--- config.mk ---
export PLATFORM = sky130hd
export DESIGN_NAME = dpa_link_trainer_flat
export DESIGN_NICKNAME = d
export VERILOG_FILES = /design/src/rtl/dpa_pkg.sv /design/src/rtl/dpa_link_trainer_if.sv /design/src/rtl/dpa_sync_bus.sv /design/src/rtl/dpa_link_trainer.sv /design/src/flat_wrapper.sv
export SDC_FILE = /design/constraint.sdc
export NUM_CORES = 1
export LEC_CHECK = 0
export CAP_MARGIN = 10
export CORE_UTILIZATION = 40
export DETAILED_ROUTE_END_ITERATION = 8
export PLACE_DENSITY_LB_ADDON = 0.15
export SLEW_MARGIN = 20
export SYNTH_ARGS = -nofsm -noshare
export SYNTH_HDL_FRONTEND = slang
export SYNTH_SLANG_ARGS = --single-unit
--- constraint.sdc ---
create_clock -name clk -period 3.4 [get_ports clk]
set_input_delay 0.68 -clock clk [delete_from_list [all_inputs] [get_ports clk]]
set_output_delay 0.68 -clock clk [all_outputs]
set_load 0.1 [all_outputs]
--- src/rtl/dpa_pkg.sv ---
// Shared types and helpers for the DPA link trainer: state codes and counter sizing.
// Latency: n/a (declarations only).
// Backpressure: n/a.
package dpa_pkg;

  // Default lane count: 4 data lanes plus the control lane of an RGMII-style link.
  localparam int DEF_NUM_LANES = 5;

  // Width of the debug state code driven out of the trainer.
  localparam int ST_W = 3;

  // State codes are visible on state_o, so they are fixed rather than left to the tool.
  typedef enum logic [ST_W-1:0] {
    ST_RESET  = 3'd0,
    ST_SETTLE = 3'd1,
    ST_TRAIN  = 3'd2,
    ST_LOCKED = 3'd3,
    ST_FAIL   = 3'd4
  } state_t;

  // Counter width: enough to hold the largest cycle parameter, plus one bit of headroom.
  function automatic int cnt_width(input int a, input int b, input int c, input int d);
    int m;
    m = a;
    if (b > m) m = b;
    if (c > m) m = c;
    if (d > m) m = d;
    return $clog2(m) + 1;
  endfunction

endpackage

--- src/rtl/dpa_link_trainer_if.sv ---
// Bundles the trainer's lane-status inputs and PHY/pattern/monitor control outputs.
// Latency: n/a (wires only).
// Backpressure: none; all signals are level or single-cycle strobes.
interface dpa_link_trainer_if #(
  parameter int NUM_LANES = dpa_pkg::DEF_NUM_LANES
) ();
  import dpa_pkg::*;

  logic [NUM_LANES-1:0] lane_done;
  logic                 retrain_req;
  logic                 phy_reset_n;
  logic                 tx_pattern_en;
  logic                 train_rst;
  logic                 link_up;
  logic                 link_fail;
  logic [3:0]           retry_cnt;
  logic [ST_W-1:0]      state_o;

  // Trainer side: consumes lane status, drives PHY and training control.
  modport master (
    input  lane_done, retrain_req,
    output phy_reset_n, tx_pattern_en, train_rst, link_up, link_fail, retry_cnt, state_o
  );

  // Environment side: PHY, pattern generator, training monitor and supervisor.
  modport slave (
    output lane_done, retrain_req,
    input  phy_reset_n, tx_pattern_en, train_rst, link_up, link_fail, retry_cnt, state_o
  );

endinterface

--- src/rtl/dpa_sync_bus.sv ---
// Multi-flop synchroniser for a bus of independent asynchronous level flags.
// Latency: STAGES clk cycles from d_i to q_o.
// Backpressure: none; each bit is sampled every cycle, no handshake.
module dpa_sync_bus #(
  parameter int WIDTH  = 5,
  parameter int STAGES = 2
) (
  input  logic             clk,
  input  logic             rst,
  input  logic [WIDTH-1:0] d_i,
  output logic [WIDTH-1:0] q_o
);

  logic [WIDTH-1:0] sync_q [STAGES];

  // Shift each lane flag through the flop chain; reset flushes stale lane state.
  always_ff @(posedge clk) begin
    if (rst) begin
      for (int i = 0; i < STAGES; i++) sync_q[i] <= '0;
    end else begin
      sync_q[0] <= d_i;
      for (int i = 1; i < STAGES; i++) sync_q[i] <= sync_q[i-1];
    end
  end

  assign q_o = sync_q[STAGES-1];

endmodule

--- src/rtl/dpa_link_trainer.sv ---
// PHY bring-up and deskew-training sequencer: reset, settle, train, lock, retry and fail.
// Latency: lane_done reaches the FSM after SYNC_STAGES cycles; outputs are registered (+1).
// Backpressure: none; retrain_req is a single-cycle strobe honoured in any state.
module dpa_link_trainer
  import dpa_pkg::*;
#(
  parameter int NUM_LANES     = DEF_NUM_LANES,
  parameter int RESET_CYCLES  = 25_000_000,
  parameter int SETTLE_CYCLES = 32,
  parameter int TRAIN_TIMEOUT = 1_000_000,
  parameter int LOSS_CYCLES   = 16,
  parameter int MAX_RETRY     = 3,
  parameter int SYNC_STAGES   = 2
) (
  input  logic              clk,
  input  logic              rst,
  dpa_link_trainer_if.master bus
);

  localparam int CNT_W = cnt_width(RESET_CYCLES, SETTLE_CYCLES, TRAIN_TIMEOUT, LOSS_CYCLES);

  // Terminal counts: the phase counter starts at 0 on every state entry.
  localparam logic [CNT_W-1:0] RST_LAST   = CNT_W'(RESET_CYCLES - 1);
  localparam logic [CNT_W-1:0] SETL_LAST  = CNT_W'(SETTLE_CYCLES - 1);
  localparam logic [CNT_W-1:0] TOUT_LAST  = CNT_W'(TRAIN_TIMEOUT - 1);
  localparam logic [CNT_W-1:0] LOSS_LAST  = CNT_W'(LOSS_CYCLES - 1);
  localparam logic [3:0]       RETRY_MAX  = 4'(MAX_RETRY);

  logic [NUM_LANES-1:0] lane_sync;
  logic                 all_done;

  state_t               state_q;
  logic [CNT_W-1:0]     cnt_q;
  logic [CNT_W-1:0]     loss_q;
  logic [3:0]           retry_q;
  logic [3:0]           retry_d;
  logic                 phy_reset_n_q;
  logic                 tx_pattern_en_q;
  logic                 train_rst_q;
  logic                 link_up_q;
  logic                 link_fail_q;

  dpa_sync_bus #(
    .WIDTH  (NUM_LANES),
    .STAGES (SYNC_STAGES)
  ) u_sync (
    .clk (clk),
    .rst (rst),
    .d_i (bus.lane_done),
    .q_o (lane_sync)
  );

  assign all_done = &lane_sync;

  // Retry count after one more failed attempt; saturates so it can never wrap past the limit.
  always_comb begin
    retry_d = retry_q;
    if (retry_q < RETRY_MAX) retry_d = retry_q + 4'd1;
  end

  // Training sequencer: state, shared phase counter, loss counter, retry count and all outputs.
  always_ff @(posedge clk) begin
    if (rst || bus.retrain_req) begin
      // A retrain request is a full restart, identical to reset apart from the synchroniser.
      state_q         <= ST_RESET;
      cnt_q           <= '0;
      loss_q          <= '0;
      retry_q         <= '0;
      phy_reset_n_q   <= 1'b0;
      tx_pattern_en_q <= 1'b0;
      train_rst_q     <= 1'b1;
      link_up_q       <= 1'b0;
      link_fail_q     <= 1'b0;
    end else begin
      case (state_q)
        ST_RESET: begin
          if (cnt_q == RST_LAST) begin
            state_q       <= ST_SETTLE;
            cnt_q         <= '0;
            phy_reset_n_q <= 1'b1;
          end else begin
            cnt_q <= cnt_q + 1'b1;
          end
        end

        ST_SETTLE: begin
          if (cnt_q == SETL_LAST) begin
            state_q         <= ST_TRAIN;
            cnt_q           <= '0;
            tx_pattern_en_q <= 1'b1;
            train_rst_q     <= 1'b0;
          end else begin
            cnt_q <= cnt_q + 1'b1;
          end
        end

        ST_TRAIN: begin
          // Ends the one-cycle monitor reset issued on a lock-loss re-entry.
          train_rst_q <= 1'b0;
          if (all_done) begin
            // Lock takes precedence over a timeout landing in the same cycle.
            state_q   <= ST_LOCKED;
            cnt_q     <= '0;
            loss_q    <= '0;
            link_up_q <= 1'b1;
          end else if (cnt_q == TOUT_LAST) begin
            cnt_q           <= '0;
            retry_q         <= retry_d;
            tx_pattern_en_q <= 1'b0;
            train_rst_q     <= 1'b1;
            if (retry_d == RETRY_MAX) begin
              // Give up: PHY is left out of reset so it can be inspected.
              state_q     <= ST_FAIL;
              link_fail_q <= 1'b1;
            end else begin
              state_q       <= ST_RESET;
              phy_reset_n_q <= 1'b0;
            end
          end else begin
            cnt_q <= cnt_q + 1'b1;
          end
        end

        ST_LOCKED: begin
          if (all_done) begin
            loss_q <= '0;
          end else if (loss_q == LOSS_LAST) begin
            // Sustained loss: retrain without a PHY reset and without charging a retry.
            state_q     <= ST_TRAIN;
            cnt_q       <= '0;
            loss_q      <= '0;
            link_up_q   <= 1'b0;
            train_rst_q <= 1'b1;
          end else begin
            loss_q <= loss_q + 1'b1;
          end
        end

        ST_FAIL: begin
          // Parked until rst or retrain_req.
        end

        default: begin
          state_q         <= ST_RESET;
          cnt_q           <= '0;
          loss_q          <= '0;
          phy_reset_n_q   <= 1'b0;
          tx_pattern_en_q <= 1'b0;
          train_rst_q     <= 1'b1;
          link_up_q       <= 1'b0;
          link_fail_q     <= 1'b0;
        end
      endcase
    end
  end

  assign bus.phy_reset_n   = phy_reset_n_q;
  assign bus.tx_pattern_en = tx_pattern_en_q;
  assign bus.train_rst     = train_rst_q;
  assign bus.link_up       = link_up_q;
  assign bus.link_fail     = link_fail_q;
  assign bus.retry_cnt     = retry_q;
  assign bus.state_o       = state_q;

endmodule

--- src/flat_wrapper.sv ---
// flat-port wrapper written by rule: the top's interface ports become plain ports
module dpa_link_trainer_flat import dpa_pkg::*;
#(
  parameter int NUM_LANES     = DEF_NUM_LANES,
  parameter int RESET_CYCLES  = 25_000_000,
  parameter int SETTLE_CYCLES = 32,
  parameter int TRAIN_TIMEOUT = 1_000_000,
  parameter int LOSS_CYCLES   = 16,
  parameter int MAX_RETRY     = 3,
  parameter int SYNC_STAGES   = 2
)
  (clk, rst, bus_lane_done, bus_retrain_req, bus_phy_reset_n, bus_tx_pattern_en, bus_train_rst, bus_link_up, bus_link_fail, bus_retry_cnt, bus_state_o);
  dpa_link_trainer_if #(.NUM_LANES(NUM_LANES)) bus_i ();
  input  logic clk;
  input  logic rst;
  input wire logic [$bits(bus_i.lane_done)-1:0] bus_lane_done;
  input wire logic [$bits(bus_i.retrain_req)-1:0] bus_retrain_req;
  output wire logic [$bits(bus_i.phy_reset_n)-1:0] bus_phy_reset_n;
  output wire logic [$bits(bus_i.tx_pattern_en)-1:0] bus_tx_pattern_en;
  output wire logic [$bits(bus_i.train_rst)-1:0] bus_train_rst;
  output wire logic [$bits(bus_i.link_up)-1:0] bus_link_up;
  output wire logic [$bits(bus_i.link_fail)-1:0] bus_link_fail;
  output wire logic [$bits(bus_i.retry_cnt)-1:0] bus_retry_cnt;
  output wire logic [$bits(bus_i.state_o)-1:0] bus_state_o;
  assign bus_i.lane_done = bus_lane_done;
  assign bus_i.retrain_req = bus_retrain_req;
  assign bus_phy_reset_n = bus_i.phy_reset_n;
  assign bus_tx_pattern_en = bus_i.tx_pattern_en;
  assign bus_train_rst = bus_i.train_rst;
  assign bus_link_up = bus_i.link_up;
  assign bus_link_fail = bus_i.link_fail;
  assign bus_retry_cnt = bus_i.retry_cnt;
  assign bus_state_o = bus_i.state_o;
  dpa_link_trainer #(.NUM_LANES(NUM_LANES), .RESET_CYCLES(RESET_CYCLES), .SETTLE_CYCLES(SETTLE_CYCLES), .TRAIN_TIMEOUT(TRAIN_TIMEOUT), .LOSS_CYCLES(LOSS_CYCLES), .MAX_RETRY(MAX_RETRY), .SYNC_STAGES(SYNC_STAGES)) u_core (.clk(clk), .rst(rst), .bus(bus_i));
endmodule
==> After elaboration in Yosys (flattened, before gate mapping) <==
Memories as Yosys holds them, arrays and structs flattened.
Cells that the tools add are included.
{ "op_classes": {"add_sub_neg": 3, "order_cmp": 1, "eq_ne": 19, "mux": 48, "bitwise": 9, "n_reduce_logical": 17} }
{ "ops": {"columns": ["cell", "count"], "rows": [
  ["$mux 26", 9],
  ["$pmux 26 s5", 1],
  ["$pmux 26 s3", 1],
  ["$add 26x1->26 const B", 2],
  ["$eq 26x20->1 const B", 1],
  ["$eq 26x25->1 const B", 1],
  ["$eq 26x4->1 const B", 1],
  ["$eq 26x5->1 const B", 1],
  ["$mux 1", 21],
  ["$mux 3", 7],
  ["$reduce_and 4->1", 4],
  ["$pmux 3 s5", 1],
  ["$ne 2x1->1 const B", 6],
  ["$mux 5", 2],
  ["$reduce_and 5->1", 2],
  ["$pmux 1 s3", 3],
  ["$reduce_or 3->1", 3],
  ["$not 1->1", 7],
  ["$eq 3x2->1 const B", 2],
  ["$ne 2x2->1 const B", 3],
  ["$reduce_and 3->1", 2],
  ["$reduce_and 6->1", 1],
  ["$add 4x1->4 const B", 1],
  ["$eq 4x2->1 const B", 1],
  ["other kinds (13)", 14]
]} }
{ "word_totals": {"reg_bits": 64, "mem_bits_rw": 10, "elab_cells": 107, "memories": 1} }
{ "mem_list": {"columns": ["name", "depth", "width", "read_ports", "rd_clocked_by_memory_dff", "wr", "line", "source"], "rows": [
  ["u_core.u_sync.sync_q", 2, 5, 2, 0, 2, "dpa_sync_bus.sv:14", "logic [WIDTH-1:0] sync_q [STAGES];"]
]} }

==> Longest topological paths before layout <==
{ "logic_depth": {"word_depth": 7, "ltp_mapped": 8} }

==> Modules after synthesis <==
A second synthesis with hierarchy kept.
{ "unflattened": {"cells_unflattened": 427, "area_unflattened_um2": 3647.2} }
{ "modules_own_cells": {"columns": ["module", "instances", "cells_per_inst", "area_per_inst_um2", "seq_area_each_um2"], "rows": [
  ["dpa_link_trainer", 1, 402, 3347.0, 1281.2],
  ["dpa_sync_bus", 1, 25, 300.3, 200.2]
]} }

==> Least setup slack after synthesis <==
No wires, ideal clock.
{ "synth_timing": {"kind": "register to register", "from": "register u_core.state_q[1] (netlist: u_core.bus.state_o[1])", "to": "register u_core.loss_q[12]", "setup_ns": 0.074, "t_arrival_ns": 2.698, "setup_slack_ns": 0.628, "path_stages_with_launch": 8, "n_path_buf": 1, "period_less_slack_ns": 2.772, "path_cell_list": "dfxtp_1 clkbuf_2 maj3_1 a41oi_1 nor4_1 nand2_1 or2_2 a21oi_1"} }
{ "synth_between": {"elab_chain_len": 4, "elab_cells_between_ends": 10, "cone_classes": "eq/ne (5); mux (1); bitwise (1); reduce/logical (3)"} }
{ "synth_rtl": {"columns": ["element", "line", "source"], "rows": [
  ["start, declared", "dpa_link_trainer.sv:32", "state_t state_q;"],
  ["start signal, assigned", "dpa_link_trainer.sv:65", "state_q <= ST_RESET;"],
  ["start signal, assigned", "dpa_link_trainer.sv:78", "state_q <= ST_SETTLE;"],
  ["start signal, assigned", "dpa_link_trainer.sv:88", "state_q <= ST_TRAIN;"],
  ["parallel branches: the longest is 4 deep, another holds $pmux 26 s3", null, null],
  ["end signal, assigned", "dpa_link_trainer.sv:135", "loss_q <= loss_q + 1'b1;"],
  ["end, declared", "dpa_link_trainer.sv:34", "logic [CNT_W-1:0] loss_q;"]
]} }
Parallel ways; which one is timed is not known.
A chain may end at the register's enable or synchronous reset.

==> impl_results.md <==
* Status: finished, final reports clean
* I/O pin cnt at 20
* Worst slew margin at 35.2%
* Count of vias placed by the detailed router at 3144
* Number of global-route vias before repair at between 2000 and 3000
* Cts bufs inserted at 9
* Int Power at 1.38 mW
* Global-route usage over all layers at around 18%
* Post-synthesis instance area at 3660 sq um
* Synth cell types at between 50 and 60
* Peak Freq at between 300 and 400 MHz
* Register bit total from synthesis at 74
* Number of filler instances in the final layout at slightly above 800
* Number of H-tree levels at 3
* DPL Wire Length at ~5.6 mm
* Setup total negative slack at 0 ns
* Number of buffers on the longest clock path at 2
* Clock Skews at between 0.01 and 0.015 ns
* Peak per-stage delay on the critical path at approximately 1.1 ns
* Net Count, Synth at approximately 450
* Setup repair after global routing missed its margin: no
* Buffers plus inverters on the worst setup path at 1
* Placer congestion estimate at 0.798
* Setup Fix Bufs, Post-CTS at 0
* Root Buffer Master: sky130_fd_sc_hd__clkbuf_8
* Die area at between 9000 and 10000 sq um
* Maximum number of pins on one net before global-route repair at 27
* Combinational fraction of design power at under 10%
* Clock sink count at 74
* Count of routing violations after the opening detailed-route iteration at roughly 150
* P per Cell Area at around 420 nW/um^2
* # rows at 34
* Wire length of the first global-routing pass at 14.0 mm
* Ys Warns at 0
* Placeable core region at approximately 8800 sq um
* Worst-skew pair later-pin latency at around 0.35 ns
* IO buf count at 19
* Number of antenna violations at the first check in global routing at 0
* Count of antenna-violating nets left after detailed routing at 0
* Clock power frac at between 40% and 50%
* Worst slack at placement at around 0.85 ns
* Clock tree from TritonCTS: yes
* Total congestion overflow after global routing at 0
* Nets at around 470
* Ordered list of cells on the worst path: clkdlybuf4s50_1
* Instance area at placement at between 3000 and 4000 sq um
* Required time of the critical path at between 2 and 3 ns
* Cell with the most instances after synthesis: sky130_fd_sc_hd__dfxtp_1
* Peak supply drop at roughly 0.00021 V
* Cell types with the highest counts after synthesis: sky130_fd_sc_hd__dfxtp_1, sky130_fd_sc_hd__nor2_1, sky130_fd_sc_hd__nand2_1
* Final critical-path share of the clock period at between 70% and 80%
* Fraction of layout instances using a drive strength above 1 at 12.0%
* Clock transition at the registers of the reported paths at around 0.080 ns
* Share of the synthesized area in the top cell type at between 40% and 50%
* Cell area after layout at ~4100 sq um
* Hold slack final at about 0.44 ns
* Vias per inst at roughly 5.5
* Sequential cell fraction of total power at between 50% and 60%
* Finish-stage setup viols at 0
* Critical path capture point type: primary output
* Slew @ Worst Pin at 0.969 ns
* Max Slew Vio Count at 0
* Per-instance average area after synthesis at ~8.4 sq um
* Number of synthesized flops with an enable pin at 0
* Largest delay contributor family on the critical path: buffers and inverters
* Diode count at 0
* Most used flip-flop cell after synthesis: sky130_fd_sc_hd__dfxtp_1
* Share of synthesized registers carrying an async set or reset at 0%
* Number of gates resized after CTS at 0
* Worst min path class: reg2reg
* WP data arrival at about 1.9 ns
* Max-cap violations at 0
* Post-route minimum period at between 2 and 3 ns
* Worst-path cell with the longest stage delay: sky130_fd_sc_hd__clkdlybuf4s50_1
* Area leader, netlist: sky130_fd_sc_hd__dfxtp_1
* Layout Area Growth over Synthesis at 13.2%
* Die width at 97.7 um
* Top fanout value on the critical path at 3
* Leakage power figure at 1.42 nW
* Switching Share at 21.4%
* DRC viols at 0
* Effective utilization at floorplan at around 42%
* Wire per inst at approximately 14 um
* Final-report hold violation count at 0
* Detailed-router iteration count before antenna repair at 5
* Cells taking the most area after synthesis: sky130_fd_sc_hd__dfxtp_1, sky130_fd_sc_hd__xor2_1, sky130_fd_sc_hd__nor2_1
* Sequential fraction of the synthesis area at roughly two fifths
* Path type of the worst setup path: reg2out
* Die Y at between 90 and 100 um
* Total detailed-routing wirelength at approximately 8.0 mm
* Number of hold-repair buffers added at the cts stage at 0
* Post-synthesis cell count at around 440
* Final worst slack at around 0.86 ns
* Startpoint type of the worst setup path: flop
* Net Switching at ~0.37 mW
sequential cells by signal, summed over array words and instances, names as in the netlist, named ones only:
name / count
u_core.bus.link_fail: 1
u_core.cnt_q: 26
u_core.loss_q: 26
u_core.bus.train_rst: 1
u_core.bus.link_up: 1
u_core.bus.retry_cnt: 2
u_core.bus.state_o: 3
u_core.bus.phy_reset_n: 1
u_core.u_sync.sync_q: 10
u_core.bus.tx_pattern_en: 1
placed cells by master, fill, tap and decap left out, drive strengths merged, types with 3 or more instances in the layout:
master / netlist / layout
nand4: 19 / 19
nand2b: 3 / 3
inv: 6 / 6
xor2: 22 / 22
clkinv: 0 / 4
nand3: 26 / 26
bufinv: 0 / 3
and3: 12 / 12
a31oi: 9 / 9
nand2: 43 / 43
and4: 8 / 8
or3: 8 / 8
dfxtp: 74 / 74
xnor2: 11 / 11
a21oi: 21 / 21
nor3: 15 / 15
and2: 12 / 12
nor4: 8 / 8
nor2: 52 / 52
ha: 3 / 3
clkbuf: 11 / 9
mux2i: 3 / 3
o211ai: 3 / 3
or2: 3 / 3
a21o: 5 / 5
o21ai: 16 / 16
a211oi: 3 / 3
clkdlybuf4s50: 0 / 11
buf: 6 / 13
nor2b: 13 / 13
layer usage:
layer / wire (um) / share of wire (%) / track usage [%] / up-vias
met5: 0 / 0 / 0 / -
met4: 144 / 1.8 / 8.04 / 0
met3: 299 / 3.7 / 3.02 / 11
li1: - / - / - / 1593
met1: 4010 / 50 / 25.1 / 1476
met2: 3590 / 45 / 27.9 / 64
kinds of logic (layout without fill, tap and decap cells):
group | Yosys count | in the layout | share of synthesized area (%)
AND/OR/NAND/NOR | 229 | 229 | 33.5
flip-flops | 74 | 74 | 40.5
AO/OA/AOI/OAI | 70 | 70 | 12.6
XOR/XNOR | 33 | 33 | 7.89
buffers and inverters | 23 | 46 | 3.42
adder cells (fa/ha/maj) | 4 | 4 | 1.30
multiplexers | 3 | 3 | 0.820
path summary, 6_finish.rpt:
kind                                              start  depth (start not counted)  slack, ns                               endpoint
hold reg to reg   u_core.u_sync.sync_q[0][0]$_SDFF_PP0_                          1       0.44  u_core.u_sync.sync_q[0][5]$_SDFF_PP0_
hold / removal    u_core.u_sync.sync_q[0][0]$_SDFF_PP0_                          1       0.44  u_core.u_sync.sync_q[0][5]$_SDFF_PP0_
setup / recovery                                   flop                          1       0.86                       bus_retry_cnt[3]
setup reg to reg           u_core.cnt_q[8]$_SDFFE_PP0P_                          6       0.88     u_core.bus.state_o[2]$_SDFFE_PP0P_
metrics by stage:
step	utilization [%]	power, mW	std cells
5_1_grt	47.0	1.81	567
4_1_cts	47.0	1.77	567
6_report	47.0	1.75	567
2_1_floorplan	-	0.916	436
3_3_place_gp	44.3	0.931	551
3_5_place_dp	44.3	0.932	551
cell type report:
cell class	instances	area, sq um	area share [%]
multi-input cells	339	2050	49.6
flip-flops and latches	74	1480	35.8
repair buffers	24	208	5.01
well taps	108	135	3.26
clock buffers	9	124	2.99
clock inverters	7	118	2.84
inverters	6	22.5	0.544
power groups by stage:
| stage | clock (mW) | combinational [mW] | sequential (mW) |
|---|---|---|---|
| 2_1_floorplan | 0 | 0.0204 | 0.896 |
| 3_3_place_gp | 0 | 0.0350 | 0.896 |
| 3_5_place_dp | 0 | 0.0353 | 0.897 |
| 4_1_cts | 0.858 | 0.0355 | 0.876 |
| 5_1_grt | 0.896 | 0.0389 | 0.877 |
| 6_report | 0.839 | 0.0346 | 0.876 |
(Power assumes the default switching activity.)
